## config.mk

```make
export PLATFORM = sky130hd
export DESIGN_NAME = issue_scoreboard
export DESIGN_NICKNAME = d
export VERILOG_FILES = /design/src/rtl/aqua_pkg.sv /design/src/rtl/scb_hazard_check.sv /design/src/rtl/issue_scoreboard.sv
export SDC_FILE = /design/constraint.sdc
export NUM_CORES = 1
export LEC_CHECK = 0
export CAP_MARGIN = 15
export CORE_MARGIN = 1
export CORE_UTILIZATION = 48
export CTS_CLUSTER_DIAMETER = 100
export DETAILED_ROUTE_END_ITERATION = 12
export GPL_TIMING_DRIVEN = 0
export PLACE_DENSITY = 0.66
export SLEW_MARGIN = 15
export SYNTH_ARGS = -nofsm -noshare
export SYNTH_HDL_FRONTEND = slang
export SYNTH_HIERARCHICAL = 1
export SYNTH_SLANG_ARGS = --single-unit
```

## constraint.sdc

```tcl
create_clock -name i_clk -period 20.3 [get_ports i_clk]
set_input_delay 4.06 -clock i_clk [delete_from_list [all_inputs] [get_ports i_clk]]
set_output_delay 4.06 -clock i_clk [all_outputs]
set_load 0.1 [all_outputs]
```

## src/rtl/aqua_pkg.sv

```systemverilog
// Shared types and default latencies for the dual-issue hazard scoreboard.
// Optional performance counters in the top are enabled with SCB_PERF_CNT_EN.
package aqua_pkg;

    // Execution unit that will produce an instruction's result.
    typedef enum logic [1:0] {
        UNIT_ALU = 2'd0,
        UNIT_BRU = 2'd1,
        UNIT_MEM = 2'd2
    } unit_t;

    // One issue candidate as seen by the scoreboard.
    typedef struct packed {
        logic       valid;
        logic [4:0] rs1;
        logic [4:0] rs2;
        logic [4:0] rd;
        logic       wr_en;
        unit_t      unit;
    } issue_req_t;

    // Default cycles from issue until a result becomes forwardable.
    localparam int ALU_LAT = 0;
    localparam int BRU_LAT = 0;
    localparam int MEM_LAT = 1;

    // BRU and MEM share the V-pipe resources, so only one of them may issue per pair.
    function automatic logic is_bru_or_mem(input unit_t u);
        return (u == UNIT_BRU) || (u == UNIT_MEM);
    endfunction

endpackage

```

## src/rtl/scb_hazard_check.sv

```systemverilog
// Per-instruction readiness check against the scoreboard countdowns:
// both sources forwardable and no WAW against a slower in-flight writer.
module scb_hazard_check #(
    parameter int NUM_REGS = 32,
    parameter int CNT_W    = 2,
    parameter int ALU_LAT  = aqua_pkg::ALU_LAT,
    parameter int BRU_LAT  = aqua_pkg::BRU_LAT,
    parameter int MEM_LAT  = aqua_pkg::MEM_LAT
) (
    input  aqua_pkg::issue_req_t          i_req,
    input  logic [NUM_REGS*CNT_W-1:0]     i_cnt,
    output logic                          o_ok,
    output logic [CNT_W-1:0]              o_lat
);
    import aqua_pkg::*;

    logic w_rs1_rdy;
    logic w_rs2_rdy;
    logic w_waw_ok;

    // x0 and out-of-range addresses are never tracked and always read as ready.
    function automatic logic [CNT_W-1:0] cnt_of(input logic [4:0] addr,
                                                 input logic [NUM_REGS*CNT_W-1:0] flat);
        if ((int'(addr) == 0) || (int'(addr) >= NUM_REGS)) begin
            return {CNT_W{1'b0}};
        end else begin
            return flat[int'(addr)*CNT_W +: CNT_W];
        end
    endfunction

    // Latency of the unit this instruction targets; unknown codes take the slowest path.
    always_comb begin
        o_lat = CNT_W'(MEM_LAT);
        case (i_req.unit)
            UNIT_ALU: o_lat = CNT_W'(ALU_LAT);
            UNIT_BRU: o_lat = CNT_W'(BRU_LAT);
            UNIT_MEM: o_lat = CNT_W'(MEM_LAT);
            default:  o_lat = CNT_W'(MEM_LAT);
        endcase
    end

    // Sources must be ready; a new write must not complete before an older one to the same rd.
    always_comb begin
        w_rs1_rdy = (cnt_of(i_req.rs1, i_cnt) == {CNT_W{1'b0}});
        w_rs2_rdy = (cnt_of(i_req.rs2, i_cnt) == {CNT_W{1'b0}});
        if (i_req.wr_en && (i_req.rd != 5'd0)) begin
            w_waw_ok = (cnt_of(i_req.rd, i_cnt) <= o_lat);
        end else begin
            w_waw_ok = 1'b1;
        end
        o_ok = i_req.valid & w_rs1_rdy & w_rs2_rdy & w_waw_ok;
    end

endmodule

```

## src/rtl/issue_scoreboard.sv

```systemverilog
// Dual-issue hazard scheduler between decode and the U/V pipes.
// Keeps a per-register countdown until each in-flight result is forwardable and
// grants instr1/instr2 in order. Define SCB_PERF_CNT_EN to add stall/dual-issue counters.
module issue_scoreboard #(
    parameter int NUM_REGS = 32,
    parameter int ALU_LAT  = aqua_pkg::ALU_LAT,
    parameter int BRU_LAT  = aqua_pkg::BRU_LAT,
    parameter int MEM_LAT  = aqua_pkg::MEM_LAT,
    parameter int CNT_W    = 2
) (
    input  logic        i_clk,
    input  logic        i_rst_n,
    input  logic        i_valid_instr1,
    input  logic        i_valid_instr2,
    input  logic [4:0]  i_rs1_instr1,
    input  logic [4:0]  i_rs2_instr1,
    input  logic [4:0]  i_rd_instr1,
    input  logic [4:0]  i_rs1_instr2,
    input  logic [4:0]  i_rs2_instr2,
    input  logic [4:0]  i_rd_instr2,
    input  logic        i_wr_en_instr1,
    input  logic        i_wr_en_instr2,
    input  logic [1:0]  i_unit_instr1,
    input  logic [1:0]  i_unit_instr2,
    input  logic        i_ex_stall,
    input  logic        i_flush,
    output logic        o_issue_instr1,
    output logic        o_issue_instr2,
    output logic        o_stall
`ifdef SCB_PERF_CNT_EN
    ,
    output logic [31:0] o_stall_cycles,
    output logic [31:0] o_dual_issues
`endif
);
    import aqua_pkg::*;

    logic [CNT_W-1:0]          r_cnt [NUM_REGS];
    logic [NUM_REGS*CNT_W-1:0] w_cnt_flat;
    issue_req_t                w_req1;
    issue_req_t                w_req2;
    logic                      w_ok1;
    logic                      w_ok2;
    logic [CNT_W-1:0]          w_lat1;
    logic [CNT_W-1:0]          w_lat2;
    logic                      w_pair_raw;
    logic                      w_pair_waw;
    logic                      w_pair_struct;
    logic                      w_grant1;
    logic                      w_grant2;

    assign w_req1 = '{valid: i_valid_instr1, rs1: i_rs1_instr1, rs2: i_rs2_instr1,
                      rd: i_rd_instr1, wr_en: i_wr_en_instr1, unit: unit_t'(i_unit_instr1)};
    assign w_req2 = '{valid: i_valid_instr2, rs1: i_rs1_instr2, rs2: i_rs2_instr2,
                      rd: i_rd_instr2, wr_en: i_wr_en_instr2, unit: unit_t'(i_unit_instr2)};

    // Present the countdown array to the hazard checkers as one flat vector.
    always_comb begin
        w_cnt_flat = {(NUM_REGS*CNT_W){1'b0}};
        for (int i = 0; i < NUM_REGS; i++) begin
            w_cnt_flat[i*CNT_W +: CNT_W] = r_cnt[i];
        end
    end

    scb_hazard_check #(
        .NUM_REGS (NUM_REGS),
        .CNT_W    (CNT_W),
        .ALU_LAT  (ALU_LAT),
        .BRU_LAT  (BRU_LAT),
        .MEM_LAT  (MEM_LAT)
    ) u_check1 (
        .i_req (w_req1),
        .i_cnt (w_cnt_flat),
        .o_ok  (w_ok1),
        .o_lat (w_lat1)
    );

    scb_hazard_check #(
        .NUM_REGS (NUM_REGS),
        .CNT_W    (CNT_W),
        .ALU_LAT  (ALU_LAT),
        .BRU_LAT  (BRU_LAT),
        .MEM_LAT  (MEM_LAT)
    ) u_check2 (
        .i_req (w_req2),
        .i_cnt (w_cnt_flat),
        .o_ok  (w_ok2),
        .o_lat (w_lat2)
    );

    // Grant logic: instr2 rides on instr1 and must not depend on or collide with it.
    always_comb begin
        w_pair_raw    = i_wr_en_instr1 && (i_rd_instr1 != 5'd0) &&
                        ((i_rd_instr1 == i_rs1_instr2) || (i_rd_instr1 == i_rs2_instr2));
        w_pair_waw    = i_wr_en_instr1 && i_wr_en_instr2 && (i_rd_instr1 != 5'd0) &&
                        (i_rd_instr1 == i_rd_instr2);
        w_pair_struct = is_bru_or_mem(w_req1.unit) && is_bru_or_mem(w_req2.unit);
        w_grant1      = i_rst_n & ~i_ex_stall & ~i_flush & w_ok1;
        w_grant2      = w_grant1 & w_ok2 & ~w_pair_raw & ~w_pair_waw & ~w_pair_struct;
        o_issue_instr1 = w_grant1;
        o_issue_instr2 = w_grant2;
        o_stall        = i_rst_n & i_valid_instr1 & ~w_grant1 & ~i_flush;
    end

    // Countdown update: decrement in-flight entries, newly issued writers load their latency.
    always_ff @(posedge i_clk or negedge i_rst_n) begin
        if (!i_rst_n) begin
            for (int i = 0; i < NUM_REGS; i++) begin
                r_cnt[i] <= {CNT_W{1'b0}};
            end
        end else if (!i_ex_stall) begin
            r_cnt[0] <= {CNT_W{1'b0}};
            for (int i = 1; i < NUM_REGS; i++) begin
                if (w_grant1 && i_wr_en_instr1 && (int'(i_rd_instr1) == i)) begin
                    r_cnt[i] <= w_lat1;
                end else if (w_grant2 && i_wr_en_instr2 && (int'(i_rd_instr2) == i)) begin
                    r_cnt[i] <= w_lat2;
                end else if (r_cnt[i] != {CNT_W{1'b0}}) begin
                    r_cnt[i] <= r_cnt[i] - CNT_W'(1);
                end else begin
                    r_cnt[i] <= r_cnt[i];
                end
            end
        end else begin
            for (int i = 0; i < NUM_REGS; i++) begin
                r_cnt[i] <= r_cnt[i];
            end
        end
    end

`ifdef SCB_PERF_CNT_EN
    logic [31:0] r_stall_cycles;
    logic [31:0] r_dual_issues;

    // Saturating counters of stalled cycles and dual-issue cycles.
    always_ff @(posedge i_clk or negedge i_rst_n) begin
        if (!i_rst_n) begin
            r_stall_cycles <= 32'd0;
            r_dual_issues  <= 32'd0;
        end else begin
            if (o_stall && (r_stall_cycles != 32'hFFFF_FFFF)) begin
                r_stall_cycles <= r_stall_cycles + 32'd1;
            end else begin
                r_stall_cycles <= r_stall_cycles;
            end
            if (w_grant2 && (r_dual_issues != 32'hFFFF_FFFF)) begin
                r_dual_issues <= r_dual_issues + 32'd1;
            end else begin
                r_dual_issues <= r_dual_issues;
            end
        end
    end

    assign o_stall_cycles = r_stall_cycles;
    assign o_dual_issues  = r_dual_issues;
`endif

endmodule

```

Word level (Yosys, flattened, before mapping) --
Index checks and enable logic that the tools add are counted.
Word-level totals: word-level logic and storage cells 449, register bits after elaboration 62, input bits 42, output and inout port bits 3
Cells by class: magnitude comparators 2, eq/ne operators 69, mux-type cells 105, $add $sub $neg 31, shift-type cells 6, bitwise logic cells 22, reduce and logical (&&, ||, !) cells 183
Operator list (number):
- variable part select 64 x 7 -> 2 bit | 6
- two-way mux 2 bit | 101
- == test 5 bit (second input constant) | 32
- nonzero test 3 bit | 31
- == test 5 x 4 -> 1 bit (second input constant) | 16
- logical AND 1 bit | 71
- AND reduction 2 bit | 31
- nonzero test 2 bit | 31
- subtractor 2 x 1 -> 2 bit (second input constant) | 31
- == test 5 x 3 -> 1 bit (second input constant) | 8
- zero test 5 bit | 6
- == test 5 x 2 -> 1 bit (second input constant) | 4
- AND 1 bit | 16
- == test 5 bit | 3
- zero test 2 bit | 6
- == test 5 x 1 -> 1 bit (second input constant) | 2
- nonzero test 5 bit | 2
- inverter 1 bit | 6
- == test 2 x 1 -> 1 bit (second input constant) | 2
- == test 2 bit (second input constant) | 2
- less-or-equal comparator 2 bit | 2
- two-way mux 1 bit | 4
- OR reduction 2 bit | 2
- logical OR 1 bit | 3

Logic depth before layout (Yosys ltp) --
Gate-level depths: netlist (run 1).
depth after elaboration 15, depth in mapped cells 25, depth with buffers taken out 20

By module --
Netlist (run 1), hierarchy kept.
By module, submodules not included:
- issue_scoreboard | cells each 763, area an instance 5926.9 µm², instances 1
- scb_hazard_check (u_check1) | cells each 163, area an instance 1290.0 µm², instances 1
- scb_hazard_check (u_check2) | cells each 159, area an instance 1273.7 µm², instances 1

Least setup slack after synthesis (run 1) --
Ideal clock, no wire load.
path type in2out, start input port i_rd_instr1[0], end output port o_issue_instr2, setup slack 7.305 ns, data required time 16.240 ns, path buffers 5, cell stages on the path 20, arrival 8.935 ns, path through buf_6 -> buf_2 -> mux4_2 -> mux4_2 -> mux2_2 -> nand2_1 -> ha_1 -> o21ai_0 -> or4_1 -> o2111ai_1 -> nand3_1 -> nor3_2 -> nand4bb_4 -> inv_2 -> o211ai_1 -> o31a_4 -> inv_2 -> buf_4 -> buf_4 -> buf_2
Between the ends: longest elaborated chain between the ends 11, elaborated cells between the ends (all ways) 23
Ends and longest elaborated chain:
- start: declaration | line issue_scoreboard.sv:17 | input logic [4:0] i_rd_instr1,
- variable part select 64 x 7 -> 2 bit or zero test 5 bit (tied branches) | line scb_hazard_check.sv:27, scb_hazard_check.sv:24
- two-way mux 2 bit | line scb_hazard_check.sv:24 | if ((int'(addr) == 0) || (int'(addr) >= NUM_REGS)) begin
- two-way mux 2 bit | line scb_hazard_check.sv:46 | if (i_req.wr_en && (i_req.rd != 5'd0)) begin
- less-or-equal comparator 2 bit | line scb_hazard_check.sv:47 | w_waw_ok = (cnt_of(i_req.rd, i_cnt) <= o_lat);
- two-way mux 1 bit (*) | line scb_hazard_check.sv:46
- AND 1 bit (*) | line scb_hazard_check.sv:51 | o_ok = i_req.valid & w_rs1_rdy & w_rs2_rdy & w_waw_ok;
- via w_ok1 | line issue_scoreboard.sv:42 | logic w_ok1;
- AND 1 bit (*) | line issue_scoreboard.sv:98 | w_grant1 = i_rst_n & ~i_ex_stall & ~i_flush & w_ok1;
- via o_issue_instr1 | line issue_scoreboard.sv:27 | output logic o_issue_instr1,
- AND 1 bit (*) (4 in a row) | line issue_scoreboard.sv:99 | w_grant2 = w_grant1 & w_ok2 & ~w_pair_raw & ~w_pair_waw & ~w_pair_struct;
- end: declaration | line issue_scoreboard.sv:28 | output logic o_issue_instr2,
Mark *: on every way through the listed nets, which the timed path passes. The rest lies on a longest branch. The select of a mux whose other input is x is not followed.

Worst setup path after layout (run 1) --
start input port i_rd_instr1[1], end output port o_issue_instr2
Between the ends: longest elaborated chain between the ends 11, elaborated cells between the ends (all ways) 23
Ends and longest elaborated chain (line):
- variable part select 64 x 7 -> 2 bit or zero test 5 bit (tied branches) | scb_hazard_check.sv:27, scb_hazard_check.sv:24
- two-way mux 2 bit | scb_hazard_check.sv:24
- two-way mux 2 bit | scb_hazard_check.sv:46
- less-or-equal comparator 2 bit | scb_hazard_check.sv:47
- two-way mux 1 bit (*) | scb_hazard_check.sv:46
- AND 1 bit (*) | scb_hazard_check.sv:51
- via w_ok1 | issue_scoreboard.sv:42
- AND 1 bit (*) | issue_scoreboard.sv:98
- AND 1 bit (*) (4 in a row) | issue_scoreboard.sv:99
Marked as above.

==> results of run 1 <==
## cells in the final DEF, fill, tap and decap left out, types with 8 or more instances in the layout
cell type        netlist  layout
nand3_1               39      39
nor2_1               108     108
clkdlybuf4s50_1        0      37
mux2i_1               13      13
mux4_2                41      41
nor4_1                10      10
nand2_1               75      75
a311o_1               13      13
and3_1                 8       8
a22oi_1               15      15
buf_1                  8       8
a21oi_1               87      87
a2bb2oi_1             17      17
a31oi_1               51      51
ha_1                  33      33
nor3_1                65      65
nand4_1               22      22
xnor2_1               15      15
o211ai_1              14      14
dfrtp_1               62      62
a311oi_1              11      11
a211oi_1              21      21
nor2b_1               10      10
a21o_1                 8       8
inv_1                 70      70
nand2b_1              19      19
mux2_2                 8       8
o21ai_0               14      14
clkbuf_1              56      56
buf_2                 17      17
clkbuf_16              0       9
a211o_1               20      20
## per-layer routing
layer,GRT usage,share of wire,vias up
met2,0.618,0.43,769
met3,0.112,0.13,164
met4,0.258,0.065,2
met5,0,0.00049,-
met1,0.514,0.37,4655
li1,-,-,4281
## worst max-delay path by stage
stage                              start              to  slack, ns  depth (start not counted)
after floorplan           i_rd_instr1[0]  o_issue_instr2       7.30                         20
after global placement    i_rd_instr1[1]  o_issue_instr2       5.04                         22
after detailed placement  i_rd_instr1[1]  o_issue_instr2       5.19                         22
after CTS                 i_rd_instr1[1]  o_issue_instr2       5.17                         22
after global routing      i_rd_instr1[1]  o_issue_instr2       4.83                         22
final                     i_rd_instr1[1]  o_issue_instr2       5.04                         22
## cells by family (layout without fill, tap and decap cells)
group / count (synthesis) / in the layout / share of synthesized area
AO/OA/AOI/OAI: 345 / 345 / 0.291
XOR/XNOR: 17 / 17 / 0.0175
adder cells (fa/ha/maj): 33 / 33 / 0.0486
buffers and inverters: 163 / 218 / 0.0799
flip-flops: 62 / 62 / 0.183
multiplexers: 67 / 67 / 0.148
other: 3 / 8 / 0.00133
AND/OR/NAND/NOR: 395 / 395 / 0.231
## synth_stat cells, types with 5 or more instances
| cell | number |
|---|---|
| o211ai_1 | 14 |
| buf_4 | 6 |
| nor4b_1 | 6 |
| and3_1 | 8 |
| mux4_2 | 41 |
| o21ai_1 | 7 |
| a2bb2oi_1 | 17 |
| a21o_1 | 8 |
| buf_2 | 17 |
| a31oi_1 | 51 |
| a311oi_1 | 11 |
| inv_1 | 70 |
| nor3_1 | 65 |
| or2_2 | 6 |
| dfrtp_1 | 62 |
| mux2_2 | 8 |
| a21oi_1 | 87 |
| o21ai_0 | 14 |
| a311o_1 | 13 |
| a211oi_1 | 21 |
| o22ai_1 | 7 |
| ha_1 | 33 |
| or3_1 | 5 |
| clkbuf_1 | 56 |
| nor2_1 | 108 |
| o41ai_1 | 7 |
| nand4_1 | 22 |
| a22oi_1 | 15 |
| a211o_1 | 20 |
| nand2b_1 | 19 |
| mux2i_1 | 13 |
| nor2b_1 | 10 |
| nand3_1 | 39 |
| buf_1 | 8 |
| o31ai_1 | 7 |
| nor4_1 | 10 |
| nand2_1 | 75 |
| xnor2_1 | 15 |
| a31o_2 | 5 |
## area by class of cell
type                            instances  area share
Multi-Input combinational cell        863       0.657
Clock inverter                          5      0.0110
Sequential cell                        62       0.163
Clock buffer                           11      0.0265
Inverter                               73      0.0287
Tap cell                              225      0.0295
Buffer                                 90      0.0423
Timing Repair Buffer                   39      0.0417
Antenna cell                            2    0.000524
## power breakdown
part           total, mW  internal, mW  switching (mW)
sequential         0.364         0.186           0.178
clock              0.190         0.127          0.0630
combinational      0.614         0.324           0.290
## through the flow
step / std cells / utilization / hold WS, ns
final: 1370 / 0.552 / 0.630
after detailed placement: 1352 / 0.531 / 0.617
after CTS: 1368 / 0.552 / 0.630
after global placement: 1351 / 0.530 / 0.608
after floorplan: 1088 / - / 0.526
after global routing: 1368 / 0.552 / 0.659
## worst max-delay path, cell delays in order
cell	delay, ns
clkdlybuf4s50_1	0.62
clkbuf_1	0.40
clkbuf_1	0.50
mux4_2	0.38
mux4_2	0.52
mux2_2	0.28
nand2_1	0.07
ha_1	0.15
o21ai_0	0.09
or4_1	0.53
o2111ai_1	0.25
nand3_1	0.13
nor3_2	0.33
nand4bb_4	0.18
inv_2	0.13
o211ai_1	0.13
o31a_4	0.42
inv_2	0.08
buf_4	0.19
buf_4	0.24
buf_2	0.32
clkdlybuf4s50_1	1.19
==> impl_metrics.csv, run 1 <==
group,metric,value,unit
run_status,status,"completed",
layout,register_area,0.00155,sq mm
min_path,hold_depth,2,
placed_design,placement.io_buffers,38,
critical_path,rrSetupSlack,14.40,ns
critical_path,cp.arrival,11.20,ns
die,core,0.0173,sq mm
timing,finClkSkew,0.00745,ns
detailed_routing,drt_pass1_iterations,6,
layout,n_fill_cell,1670,
clock_tree,cts.root.buffer_cell,"clkbuf_16",
pwr,report.power.total,1.17,mW
yosys,synth_top_area_share,0.183,
placed_design,dpl.hpwl,27700,um
clock_tree,clock-sinks,62,
clock_tree,clockBufferDepth,2,
yosys,synth-edff-count,0,
timing,finalHoldViolCount,0,
clock_tree,cts.clk_slew.worst_paths,0.06,ns
pwr,powerDensity,122,mW/mm^2
clock_tree,post_cts_resized,0,
yosys,avgSynthCellArea,7.83,sq um
global_routing,grt_pass1_vias,9134,
timing,finalCriticalPeriod,15.26,ns
timing,grt_setup_unrepaired,"no",
timing,maxSlewViolCount,0,
detailed_routing,vias_per_cell,7.21,
global_routing,grt_first_pass_wirelength,54600,um
detailed_routing,num_vias,9871,
yosys,ys_seq_elements,62,
critical_path,crit_fanout,10,
timing,relSlewSlack,0.175,
detailed_routing,wl,37000,um
critical_path,r2r_end,"r_cnt[15]",
clock_tree,hold_buffers,0,
layout,area_growth_syn_to_layout,12.4,%
yosys,yosysWarnings,6,
pwr,p_leak,3.68,nW
min_path,min_path_type,"register to register",
global_routing,grt_max_degree,36,
yosys,syn_area,0.00849,sq mm
clock_tree,postCtsSetupBuffers,0,
global_routing,grt_antenna_before_repair,1,
placed_design,gp_congestion,0.989,
global_routing,grt_overflow,0,
detailed_routing,routedWlPerCell,27.0,um
die,dieWidth,135,um
yosys,synth_area_leaders,"dfrtp_1 18%, mux4_2 11%, a21oi_1 5.1%",
detailed_routing,first_iter_violations,1395,
die,die_h,135,um
critical_path,start_kind,"input pin",
global_routing,grt_usage,0.408,
yosys,yosysTopAreaCell,"dfrtp_1",
layout,top_register,"r_cnt",
yosys,ys_types,77,
layout,design_area,0.00954,sq mm
min_path,holdCritStartpoint,"r_cnt[35]",
timing,setup_tns,0,ns
yosys,synthArstFlopShare,1.00,
detailed_routing,antenna_left,0,
die,std_cell_rows,48,
die,io-pin-count,45,
yosys,synth_cells,1085,
layout,fin_nets,1213,
critical_path,crit_required,16.24,ns
die,initial_core_util,0.491,
min_path,whs_endpoint,"r_cnt[35]",
clock_tree,numCtsBuffers,9,
layout,multi_input_area,0.00627,sq mm
yosys,yosysSeqAreaShare,0.183,
job,max_cap_violations,0,
clock_tree,cts_tree,"built",
timing,worst_slew_pin_slew,1.23,ns
placed_design,placement.cell_area,0.00918,sq mm
pwr,vdd_drop_max,55.5,uV
timing,period_share,0.752,
clock_tree,clk_latency,0.35,ns
critical_path,endpoint_kind,"output pin",
clock_tree,htreeDepth,3,
layout,reg_top3,"r_cnt (62)",
critical_path,path_class,"input pin to output pin",
layout,largest_reg_flops,62,
timing,fmax,0.0655,GHz
critical_path,rr_worst_depth,18,
critical_path,timing.rr.start,"r_cnt[20]",
timing,fin_ws,5.04,ns
yosys,yosys_most_used_dff,"dfrtp_1",
die,dieArea,0.0182,sq mm
layout,drive_gt1_frac,0.103,
timing,finalSetupViolCount,0,
placed_design,dp_slack,5.19,ns
detailed_routing,post-route-drc-count,0,
(Power assumes the default switching activity.)
==> run 2: changes to the inputs <==
- clock period: 20.3 -> 15.7 ns (I/O delays scaled with it)
==> results of run 2 <==
The final DEF is identical to that of run 1. Status: completed.
Among the figures that moved: setup slack after placement 5.19 ns -> 2.43 ns; setup slack after layout 5.04 ns -> 2.28 ns; register-to-register setup slack 14.40 ns -> 9.80 ns; total power 1.17 mW -> 1.51 mW; worst IR drop on VDD 55.5 uV -> 71.8 uV
